===== src/rtl/audio_seq_player_if.sv =====
// Control and output bundle between the game FSM and the tone-sequence player.
// The player takes the slave view; the FSM and amplifier side take the master view.
interface audio_seq_player_if;
  logic       enable;
  logic [2:0] audio_select;
  logic       seq_end;
  logic       pwm_pin;
  logic       amp_pin;
  logic       busy;

  modport master (
    output enable, audio_select,
    input  seq_end, pwm_pin, amp_pin, busy
  );

  modport slave (
    input  enable, audio_select,
    output seq_end, pwm_pin, amp_pin, busy
  );
endinterface


===== src/rtl/audio_seq_player.sv =====
// Plays fixed note sequences from an internal ROM as a square wave on pwm_pin,
// pulsing seq_end once when a sequence completes; enable low aborts playback.
module audio_seq_player #(
  parameter int unsigned TICK_CYC  = 5_000_000,
  parameter int unsigned TONE_UNIT = 10_000
) (
  input  logic               clk,
  input  logic               rst,
  audio_seq_player_if.slave  bus
);

  localparam int unsigned TW = (TICK_CYC > 1) ? $clog2(TICK_CYC) : 1;

  typedef enum logic [1:0] {IDLE, LOAD, PLAY, DONE} state_t;

  state_t        state_q, state_d;
  logic [2:0]    sel_q, sel_d;
  logic [3:0]    idx_q, idx_d;
  logic [3:0]    tone_q, tone_d;
  logic [3:0]    dur_q, dur_d;
  logic [TW-1:0] tick_q, tick_d;
  logic [20:0]   half_q, half_d;
  logic          phase_q, phase_d;
  logic          done_seen_q, done_seen_d;
  logic          seq_end_q, seq_end_d;
  logic          pwm_q, pwm_d;
  logic          amp_q, amp_d;
  logic          busy_q, busy_d;

  logic [7:0]    word;
  logic [20:0]   half_cyc;
  logic          tick_wrap;
  logic          note_end;

  function automatic logic [7:0] rom(input logic [2:0] s, input logic [3:0] i);
    logic [7:0] w;
    w = 8'h00;
    case (s)
      3'd1: case (i) 4'd0: w = 8'hC2; 4'd1: w = 8'hE2; 4'd2: w = 8'hF4; default: w = 8'h00; endcase
      3'd2: case (i) 4'd0: w = 8'h84; 4'd1: w = 8'h64; 4'd2: w = 8'h48; default: w = 8'h00; endcase
      3'd3: case (i) 4'd0: w = 8'hA2; 4'd1: w = 8'hC2; 4'd2: w = 8'hE2; 4'd3: w = 8'hF8;
                     default: w = 8'h00; endcase
      3'd4: case (i) 4'd0: w = 8'hC2; 4'd1: w = 8'hF2; default: w = 8'h00; endcase
      3'd5: case (i) 4'd0: w = 8'hA2; 4'd1: w = 8'h01; 4'd2: w = 8'hA2; 4'd3: w = 8'hF4;
                     default: w = 8'h00; endcase
      3'd6: case (i) 4'd0: w = 8'h36; default: w = 8'h00; endcase
      3'd7: w = 8'hF1;
      default: w = 8'h00;
    endcase
    return w;
  endfunction

  assign word      = rom(sel_q, idx_q);
  assign half_cyc  = 21'(TONE_UNIT) * (21'd16 - {17'd0, tone_q});
  assign tick_wrap = (tick_q == TW'(TICK_CYC - 1));
  assign note_end  = tick_wrap && (dur_q == 4'd1);

  always_comb begin
    state_d = state_q;
    sel_d   = sel_q;
    idx_d   = idx_q;
    tone_d  = tone_q;
    dur_d   = dur_q;
    tick_d  = tick_q;
    half_d  = half_q;
    phase_d = phase_q;

    case (state_q)
      IDLE: begin
        if (bus.enable) begin
          sel_d   = bus.audio_select;
          idx_d   = '0;
          state_d = LOAD;
        end
      end
      LOAD: begin
        if (!bus.enable) begin
          state_d = IDLE;
        end else if (word[3:0] == 4'd0) begin
          state_d = DONE;
        end else begin
          tone_d  = word[7:4];
          dur_d   = word[3:0];
          tick_d  = '0;
          half_d  = '0;
          phase_d = 1'b0;
          state_d = PLAY;
        end
      end
      PLAY: begin
        if (!bus.enable) begin
          phase_d = 1'b0;
          state_d = IDLE;
        end else begin
          tick_d = tick_wrap ? '0 : tick_q + 1'b1;
          if (tick_wrap) dur_d = dur_q - 4'd1;
          if (half_q == half_cyc - 21'd1) begin
            half_d  = '0;
            phase_d = ~phase_q;
          end else begin
            half_d = half_q + 21'd1;
          end
          if (note_end) begin
            phase_d = 1'b0;
            if (idx_q == 4'd15) begin
              state_d = DONE;
            end else begin
              idx_d   = idx_q + 4'd1;
              state_d = LOAD;
            end
          end
        end
      end
      DONE: begin
        if (!bus.enable) state_d = IDLE;
      end
      default: state_d = IDLE;
    endcase
  end

  // Outputs are registered from the current state, but gated by enable so an
  // abort clears them on the same edge that returns the FSM to IDLE. busy skips
  // the first LOAD so an empty sequence never raises it.
  always_comb begin
    amp_d       = (state_q == PLAY) && bus.enable;
    pwm_d       = amp_d && phase_q && (tone_q != 4'd0);
    busy_d      = bus.enable && ((state_q == PLAY) || ((state_q == LOAD) && (idx_q != 4'd0)));
    done_seen_d = (state_q == DONE);
    seq_end_d   = (state_q == DONE) && !done_seen_q;
  end

  always_ff @(posedge clk or posedge rst) begin
    if (rst) begin
      state_q     <= IDLE;
      sel_q       <= '0;
      idx_q       <= '0;
      tone_q      <= '0;
      dur_q       <= '0;
      tick_q      <= '0;
      half_q      <= '0;
      phase_q     <= 1'b0;
      done_seen_q <= 1'b0;
      seq_end_q   <= 1'b0;
      pwm_q       <= 1'b0;
      amp_q       <= 1'b0;
      busy_q      <= 1'b0;
    end else begin
      state_q     <= state_d;
      sel_q       <= sel_d;
      idx_q       <= idx_d;
      tone_q      <= tone_d;
      dur_q       <= dur_d;
      tick_q      <= tick_d;
      half_q      <= half_d;
      phase_q     <= phase_d;
      done_seen_q <= done_seen_d;
      seq_end_q   <= seq_end_d;
      pwm_q       <= pwm_d;
      amp_q       <= amp_d;
      busy_q      <= busy_d;
    end
  end

  assign bus.seq_end = seq_end_q;
  assign bus.pwm_pin = pwm_q;
  assign bus.amp_pin = amp_q;
  assign bus.busy    = busy_q;

endmodule

===== src/flat_wrapper.sv =====
// flat-port wrapper written by rule: the top's interface ports become plain ports
module audio_seq_player_flat 
#(
  parameter int unsigned TICK_CYC  = 5_000_000,
  parameter int unsigned TONE_UNIT = 10_000
)
  (clk, rst, bus_enable, bus_audio_select, bus_seq_end, bus_pwm_pin, bus_amp_pin, bus_busy);
  audio_seq_player_if bus_i ();
  input  logic clk;
  input  logic rst;
  input wire logic [$bits(bus_i.enable)-1:0] bus_enable;
  input wire logic [$bits(bus_i.audio_select)-1:0] bus_audio_select;
  output wire logic [$bits(bus_i.seq_end)-1:0] bus_seq_end;
  output wire logic [$bits(bus_i.pwm_pin)-1:0] bus_pwm_pin;
  output wire logic [$bits(bus_i.amp_pin)-1:0] bus_amp_pin;
  output wire logic [$bits(bus_i.busy)-1:0] bus_busy;
  assign bus_i.enable = bus_enable;
  assign bus_i.audio_select = bus_audio_select;
  assign bus_seq_end = bus_i.seq_end;
  assign bus_pwm_pin = bus_i.pwm_pin;
  assign bus_amp_pin = bus_i.amp_pin;
  assign bus_busy = bus_i.busy;
  audio_seq_player #(.TICK_CYC(TICK_CYC), .TONE_UNIT(TONE_UNIT)) u_core (.clk(clk), .rst(rst), .bus(bus_i));
endmodule

===== config.mk =====
export PLATFORM = sky130hd
export DESIGN_NAME = audio_seq_player_flat
export DESIGN_NICKNAME = d
export VERILOG_FILES = /design/src/rtl/audio_seq_player_if.sv /design/src/rtl/audio_seq_player.sv /design/src/flat_wrapper.sv
export SDC_FILE = /design/constraint.sdc
export NUM_CORES = 1
export LEC_CHECK = 0
export ABC_CLOCK_PERIOD_IN_PS = 17400
export CORE_MARGIN = 10
export CORE_UTILIZATION = 60
export DETAILED_ROUTE_END_ITERATION = 12
export PLACE_DENSITY_LB_ADDON = 0.25
export SYNTH_ARGS = -nofsm -noshare
export SYNTH_HDL_FRONTEND = slang
export SYNTH_SLANG_ARGS = --single-unit

===== constraint.sdc =====
create_clock -name clk -period 17.4 [get_ports clk]
set_clock_uncertainty 0.2 [all_clocks]
set_input_delay 3.48 -clock clk [delete_from_list [all_inputs] [get_ports clk]]
set_output_delay 3.48 -clock clk [all_outputs]
set_load 0.01 [all_outputs]

==> results.json, run 1 <==
{
  "drv_cap": 0,
  "start_kind": "register",
  "grt_antenna_before_repair": 0,
  "synth_flop_cell": "dfrtp_1",
  "cp-end-kind": "register",
  "ys_types": 84,
  "min_period_ns": 6.23,
  "ys_seq_area_share_pct": 32.1,
  "instances_no_fill": 685,
  "synth_top_area_share_pct": 32.1,
  "clock_path_buffers": 2,
  "final_area_um2": 5470,
  "timing.fmax_ghz": 0.160,
  "fin_crit_sh_pct": 35.8,
  "tightestPinTransition_ns": 1.26,
  "firstDrtPassIters": 4,
  "final-hold-violation-count": 0,
  "netlist_instances": 584,
  "met2_usage_pct": 28.8,
  "synthTopCellsByCount": "dfrtp_1 (67), nor2_1 (58), nand2_1 (43)",
  "cts_sinks": 67,
  "diodes": 0,
  "setup_viol": 0,
  "h-tree-depth": 3,
  "nNetsFinal": 621,
  "cp_slowest_cell": "or4b_2",
  "path_class": "reg -> reg",
  "cts_tree": "yes",
  "io_pins": 10,
  "grt.busiest_layer": "met2",
  "clk-insertion-delay-late_ns": 0.35,
  "rsz0062_at_grt": "false",
  "synth_area_um2": 5220,
  "yosys_register_bits": 67,
  "floorplan.initialDensity_pct": 62.5,
  "p_per_area_nw_per_um2": 215,
  "final.setup.tns_ns": 0,
  "synth_area_per_cell_um2": 8.93,
  "viasPerCell": 6.16,
  "grt_pass1_vias": 4096,
  "initialDrtViolationCount": 257,
  "track_usage_pct": 17.1,
  "dieArea_um2": 12800,
  "synth-edff-count": 0,
  "cts_buffers": 9,
  "cp_data_arrival_time_ns": 6.26,
  "drive_above_1_share_pct": 8.62,
  "async_flop_share_pct": 100,
  "seqCellArea_um2": 1680,
  "cts_hold_buffers": 0,
  "cts-resized-gates": 0,
  "yosysWarnings": 0,
  "slew_headroom_pct": 15.5,
  "routedWlPerCell_um": 15.8,
  "root_buffer": "clkbuf_8",
  "required_ns": 17.43,
  "port_buffers": 9,
  "run_status": "finished clean",
  "placed_area_um2": 5270,
  "critPathMaxStageDelay_ns": 0.65,
  "yosys.cell_count.top_type": "dfrtp_1",
  "cp_max_fo": 14,
  "row_count": 33,
  "fillers": 699,
  "crit_top_cell": "ha_1",
  "leakage_nw": 2.40,
  "drc_errors": 0,
  "postCtsSetupRepairBufs": 0,
  "grt_pass1_wl_um": 18900,
  "place_congestion": 0.870,
  "hold_class": "reg -> reg",
  "dp_cells": 669,
  "wirelength_um": 10800,
  "synth_top_cell_by_area": "dfrtp_1",
  "ir_drop_mv": 0.210,
  "antenna_left": 0,
  "met1_usage_pct": 21.6,
  "clk_pin_slew_worst_paths_ns": 0.08,
  "grt.overflow.total": 0,
  "ys_top_cells_by_area": "dfrtp_1 (32%), ha_1 (9.1%), xor2_1 (5.5%)",
  "vias": 4221,
  "coreArea_um2": 8340,
  "syn_nets": 630,
  "die_height_um": 113,
  "use_met3_pct": 3.59,
  "multi_input_area_um2": 3280,
  "grt_start_max_net_pins": 68,
  "dp_hpwl_um": 7810,
  "slew_viol_final": 0,
  "cp_cell_sequence": "inv_1 > ha_1 > xnor2_1 > xor2_1 > ha_1 > a21o_1 > ha_1 > ha_1 > ha_1 > ha_1 > and3_1 > a31oi_1 > nor4_1 > a311oi_1 > or4b_2 > o211ai_2 > o211ai_4 > o21bai_4 > nor2_1",
  "die_x_um": 113,
  "area_growth_pct": 4.89
}
## final timing paths
path | startpoint | endpoint | slack, ns | depth (start not counted)
min | u_core.done_seen_q | u_core.bus.seq_end | 0.21 | 1
max | u_core.tone_q[0] | u_core.half_q[18] | 11.17 | 19
max in group asynchronous | rst | u_core.tone_q[2] | 12.96 | 3
min in group asynchronous | rst | u_core.bus.amp_pin | 3.49 | 3
max reg2reg | u_core.tone_q[0] | u_core.half_q[18] | 11.17 | 19
min reg2reg | u_core.done_seen_q | u_core.bus.seq_end | 0.21 | 1
## logic make-up (layout without fill, tap and decap cells)
kind of cell | after synthesis | after routing | share of synthesized area, %
muxes | 7 | 7 | 1.44
adders and majority gates | 41 | 41 | 10.1
buffers and inverters | 52 | 48 | 4.99
xor gates and xnor gates | 62 | 62 | 11.0
AOI/OAI and AO/OA | 110 | 110 | 14.7
DFF | 67 | 67 | 32.1
and+or+nand+nor | 245 | 245 | 25.7
## sequential cells by signal, indices dropped and copies added, names as in the netlist
register,count
u_core.tone_q,4
u_core.done_seen_q,1
u_core.bus.amp_pin,1
u_core.dur_q,4
u_core.idx_q,4
u_core.sel_q,3
u_core.state_q,2
u_core.bus.pwm_pin,1
u_core.bus.busy,1
u_core.bus.seq_end,1
u_core.half_q,21
u_core.tick_q,23
u_core.phase_q,1
## metrics by stage
step                total power, W  worst slack [ns]  hold slack, ns  util [%]
global placement           0.00100             11.37           0.199      63.2
CTS                        0.00117             11.15           0.209      65.6
floorplan                 0.000954             11.74           0.178         -
global route               0.00128             10.75           0.241      65.6
finish                     0.00117             11.17           0.206      65.6
detailed placement         0.00103             11.19           0.200      63.2
## cell type report
type | instances | share of cell area [%]
Tap cell | 105 | 2.40
Clock inverter | 7 | 1.39
Timing Repair Buffer | 11 | 1.92
Sequential cell | 67 | 30.6
Clock buffer | 9 | 2.26
Multi-Input combinational cell | 465 | 59.9
Inverter | 21 | 1.44
## cells in the final DEF, fill, tap and decap left out, drive strengths merged, types with 5 or more instances in the layout
cell / Yosys / routed
nand3b: 5 / 5
ha: 38 / 38
and2: 8 / 8
and3: 14 / 14
nor2b: 7 / 7
o211ai: 5 / 5
nand4: 28 / 28
dfrtp: 67 / 67
a21oi: 23 / 23
clkbuf: 23 / 9
xnor2: 27 / 27
nand2: 43 / 43
nor2: 58 / 58
inv: 20 / 22
a31oi: 6 / 6
nor3: 8 / 8
xor2: 33 / 33
nor3b: 6 / 6
nand3: 22 / 22
clkdlybuf4s50: 1 / 9
nor4: 5 / 5
o21ai: 33 / 33
nand2b: 9 / 9
## worst max-delay path, delay by kind of cell, from the launching register on
family          cells  cell delay, ns
flops               1            0.58
buf+inv             1            0.11
compound gates      6            1.63
simple gates        4            1.06
fa+ha+maj           6            1.79
xor+xnor            2            0.76
## per-layer routing
layer,vias up,wire [µm],share of wire [%]
li1,2088,-,-
met1,2036,4990,46
met2,85,5260,49
met3,12,447,4.1
met4,0,138,1.3
met5,-,0,0
## power breakdown
group | total, W | switching, W | internal, W | leakage (nW)
Sequential | 0.000215 | 0.0000376 | 0.000177 | 0.902
Combinational | 0.000827 | 0.000459 | 0.000368 | 1.40
Clock | 0.000133 | 0.0000656 | 0.0000674 | 0.102
Total | 0.00117 | 0.000562 | 0.000613 | 2.40
Note: power is estimated with default switching activity, not from simulation.
==> run 2, diff against run 1 <==
ABC_CLOCK_PERIOD_IN_PS = 5800   (was 17400)
clock period = 5.8 ns   (was 17.4 ns; I/O delays follow)
==> run 2 against run 1 <==
Effect of this change: final cell count up 0.88%; setup slack worse by 11 ns; die area unchanged; clock power rose to 2.6 times the previous value; flip-flop and latch count unchanged; maximum frequency up 13%; core utilization up 0.72 points; first-iteration DRC count down 5.4%; sequential power rose to 3.0 times the previous value; largest cell class unchanged; worst hold slack worse by 0.0068 ns; design area up 1.1%; largest power group unchanged; highest routed layer unchanged; critical endpoint is now u_core.half_q[6].
==> results.json, run 2 (synthesis gave the netlist of run 1 again) <==
{
  "timing.fmax_ghz": 0.181,
  "clock_path_buffers": 2,
  "wirelength_um": 11100,
  "cp_data_arrival_time_ns": 5.57,
  "critPathMaxStageDelay_ns": 0.69,
  "drv_cap": 0,
  "start_kind": "register",
  "port_buffers": 9,
  "place_congestion": 0.847,
  "holdPathStages": 1,
  "cp_max_fo": 13,
  "fin_crit_sh_pct": 95.2,
  "drc_errors": 0,
  "dieArea_um2": 12800,
  "die_x_um": 113,
  "cp_cell_sequence": "inv_1 > ha_1 > nand2b_1 > nor2_1 > ha_1 > inv_1 > fa_1 > inv_1 > ha_1 > ha_1 > ha_1 > a21oi_1 > o221ai_1 > xnor2_1 > nand4_1 > or4b_2 > o211ai_2 > o211ai_4 > o21bai_4 > buf_12 > nor2_1",
  "min_period_ns": 5.52,
  "cts_tree": "yes",
  "run_status": "finished clean",
  "area_growth_pct": 6.04,
  "drive_above_1_share_pct": 10.2,
  "cts_buffers": 9,
  "layout_common_cells": "dfrtp_1 (66), nor2_1 (58), nand2_1 (43)",
  "final.setup.tns_ns": 0,
  "cts_sinks": 67,
  "grt_antenna_before_repair": 0,
  "leakage_nw": 2.43,
  "viasPerCell": 6.19,
  "ir_drop_mv": 0.516,
  "vias": 4277,
  "seqCellArea_um2": 1680,
  "path_class": "reg -> reg",
  "h-tree-depth": 3,
  "reg2regPathDepth": 21,
  "placed_area_um2": 5310,
  "regMostFlops": "u_core.tick_q",
  "layout_commonest_cell": "dfrtp_1",
  "crit_top_cell": "ha_1",
  "fin_ws_ns": 0.276,
  "seqPwrFrac_pct": 17.8,
  "required_ns": 5.85,
  "grt.overflow.total": 0,
  "grt_pass1_vias": 4029,
  "multi_input_area_um2": 3300,
  "clk_pin_slew_worst_paths_ns": 0.08,
  "fillers": 694,
  "cp-end-kind": "register",
  "post-place-ws_ns": 0.0460,
  "tightestPinTransition_ns": 1.14,
  "hold_class": "reg -> reg",
  "row_count": 33,
  "firstDrtPassIters": 5,
  "coreArea_um2": 8340,
  "root_buffer": "clkbuf_8",
  "io_pins": 10,
  "holdWs_ns": 0.199,
  "grt_start_max_net_pins": 68,
  "largest_reg_flops": 23,
  "final_area_um2": 5530,
  "dp_hpwl_um": 8100,
  "p_int_w": 0.00188,
  "routedWlPerCell_um": 16.0,
  "p_switching_w": 0.00171,
  "setup_viol": 0,
  "grt_pass1_wl_um": 19100,
  "diodes": 0,
  "die_height_um": 113,
  "slew_viol_final": 0,
  "final-hold-violation-count": 0,
  "track_usage_pct": 17.4,
  "top_regs": "u_core.tick_q: 23 flops, u_core.half_q: 21 flops",
  "clk-insertion-delay-late_ns": 0.36,
  "floorplan.initialDensity_pct": 62.5,
  "cp_slowest_cell": "or4b_2",
  "rsz0062_at_grt": "false",
  "power_frac_comb_pct": 72.4,
  "p_sw_share_pct": 47.7,
  "slew_headroom_pct": 23.2,
  "antenna_left": 0,
  "initialDrtViolationCount": 243,
  "p_per_area_nw_per_um2": 650,
  "clock_power_share_pct": 9.8,
  "nNetsFinal": 627
}
run 2: cell types whose count changed in the layout (fill, tap and decap cells not counted), sizes merged:
cell / previous run / this run
inv: 22 / 21
bufinv: 1 / 0
buf: 2 / 8
clkinv: 4 / 6
run 2: repair_timing:
item | 4_1_cts | 5_1_grt
hold buffers | 0 | 0
hold endpoints to repair | 0 | 0
setup endpoints to repair | 0 | 21
buffers inserted | 0 | 1
resized for setup | 0 | 5
run 2: stage by stage:
| step | total power, W | std cells | util (%) |
|---|---|---|---|
| floorplan | 0.00286 | 584 | - |
| global placement | 0.00302 | 674 | 63.7 |
| detailed placement | 0.00312 | 674 | 63.7 |
| CTS | 0.00350 | 690 | 65.8 |
| global route | 0.00395 | 691 | 66.3 |
| finish | 0.00359 | 691 | 66.3 |
run 2: layout make-up:
cell class	count	area share (%)
Timing Repair Buffer	17	2.94
Tap cell	105	2.38
Clock inverter	7	0.950
Inverter	21	1.43
Multi-Input combinational cell	465	59.7
Sequential cell	67	30.3
Clock buffer	9	2.24
run 2: final timing paths:
check | slack, ns | start | end
worst max-delay path | 0.28 | u_core.tone_q[1] | u_core.half_q[6]
worst min-delay path | 0.20 | u_core.done_seen_q | u_core.bus.seq_end
worst max register to register | 0.28 | u_core.tone_q[1] | u_core.half_q[6]
worst min register to register | 0.20 | u_core.done_seen_q | u_core.bus.seq_end
max in group asynchronous | 3.64 | rst | u_core.tone_q[1]
min in group asynchronous | 1.15 | rst | u_core.half_q[18]
run 2: critical path, delay by kind of cell, from the launching register on:
| kind | cells | cell delay (ns) |
|---|---|---|
| buffers and inverters | 4 | 0.33 |
| AOI/OAI and AO/OA | 5 | 1.10 |
| DFF | 1 | 0.43 |
| and+or+nand+nor | 5 | 1.20 |
| adders and majority gates | 6 | 1.80 |
| xor gates and xnor gates | 1 | 0.36 |
run 2: power by group through the flow:
stage	registers [W]	clock network [W]	logic [W]
3_5_place_dp	0.000643	0	0.00248
3_3_place_gp	0.000636	0	0.00238
2_1_floorplan	0.000580	0	0.00228
4_1_cts	0.000634	0.000360	0.00250
6_report	0.000640	0.000351	0.00260
5_1_grt	0.000655	0.000381	0.00292
run 2: routing by layer:
metal	wire length, µm	GRT usage, %	vias to the layer above
met5	0	0	-
met3	364	2.64	15
li1	-	-	2104
met4	144	6.01	0
met1	5080	22.4	2062
met2	5490	29.0	96
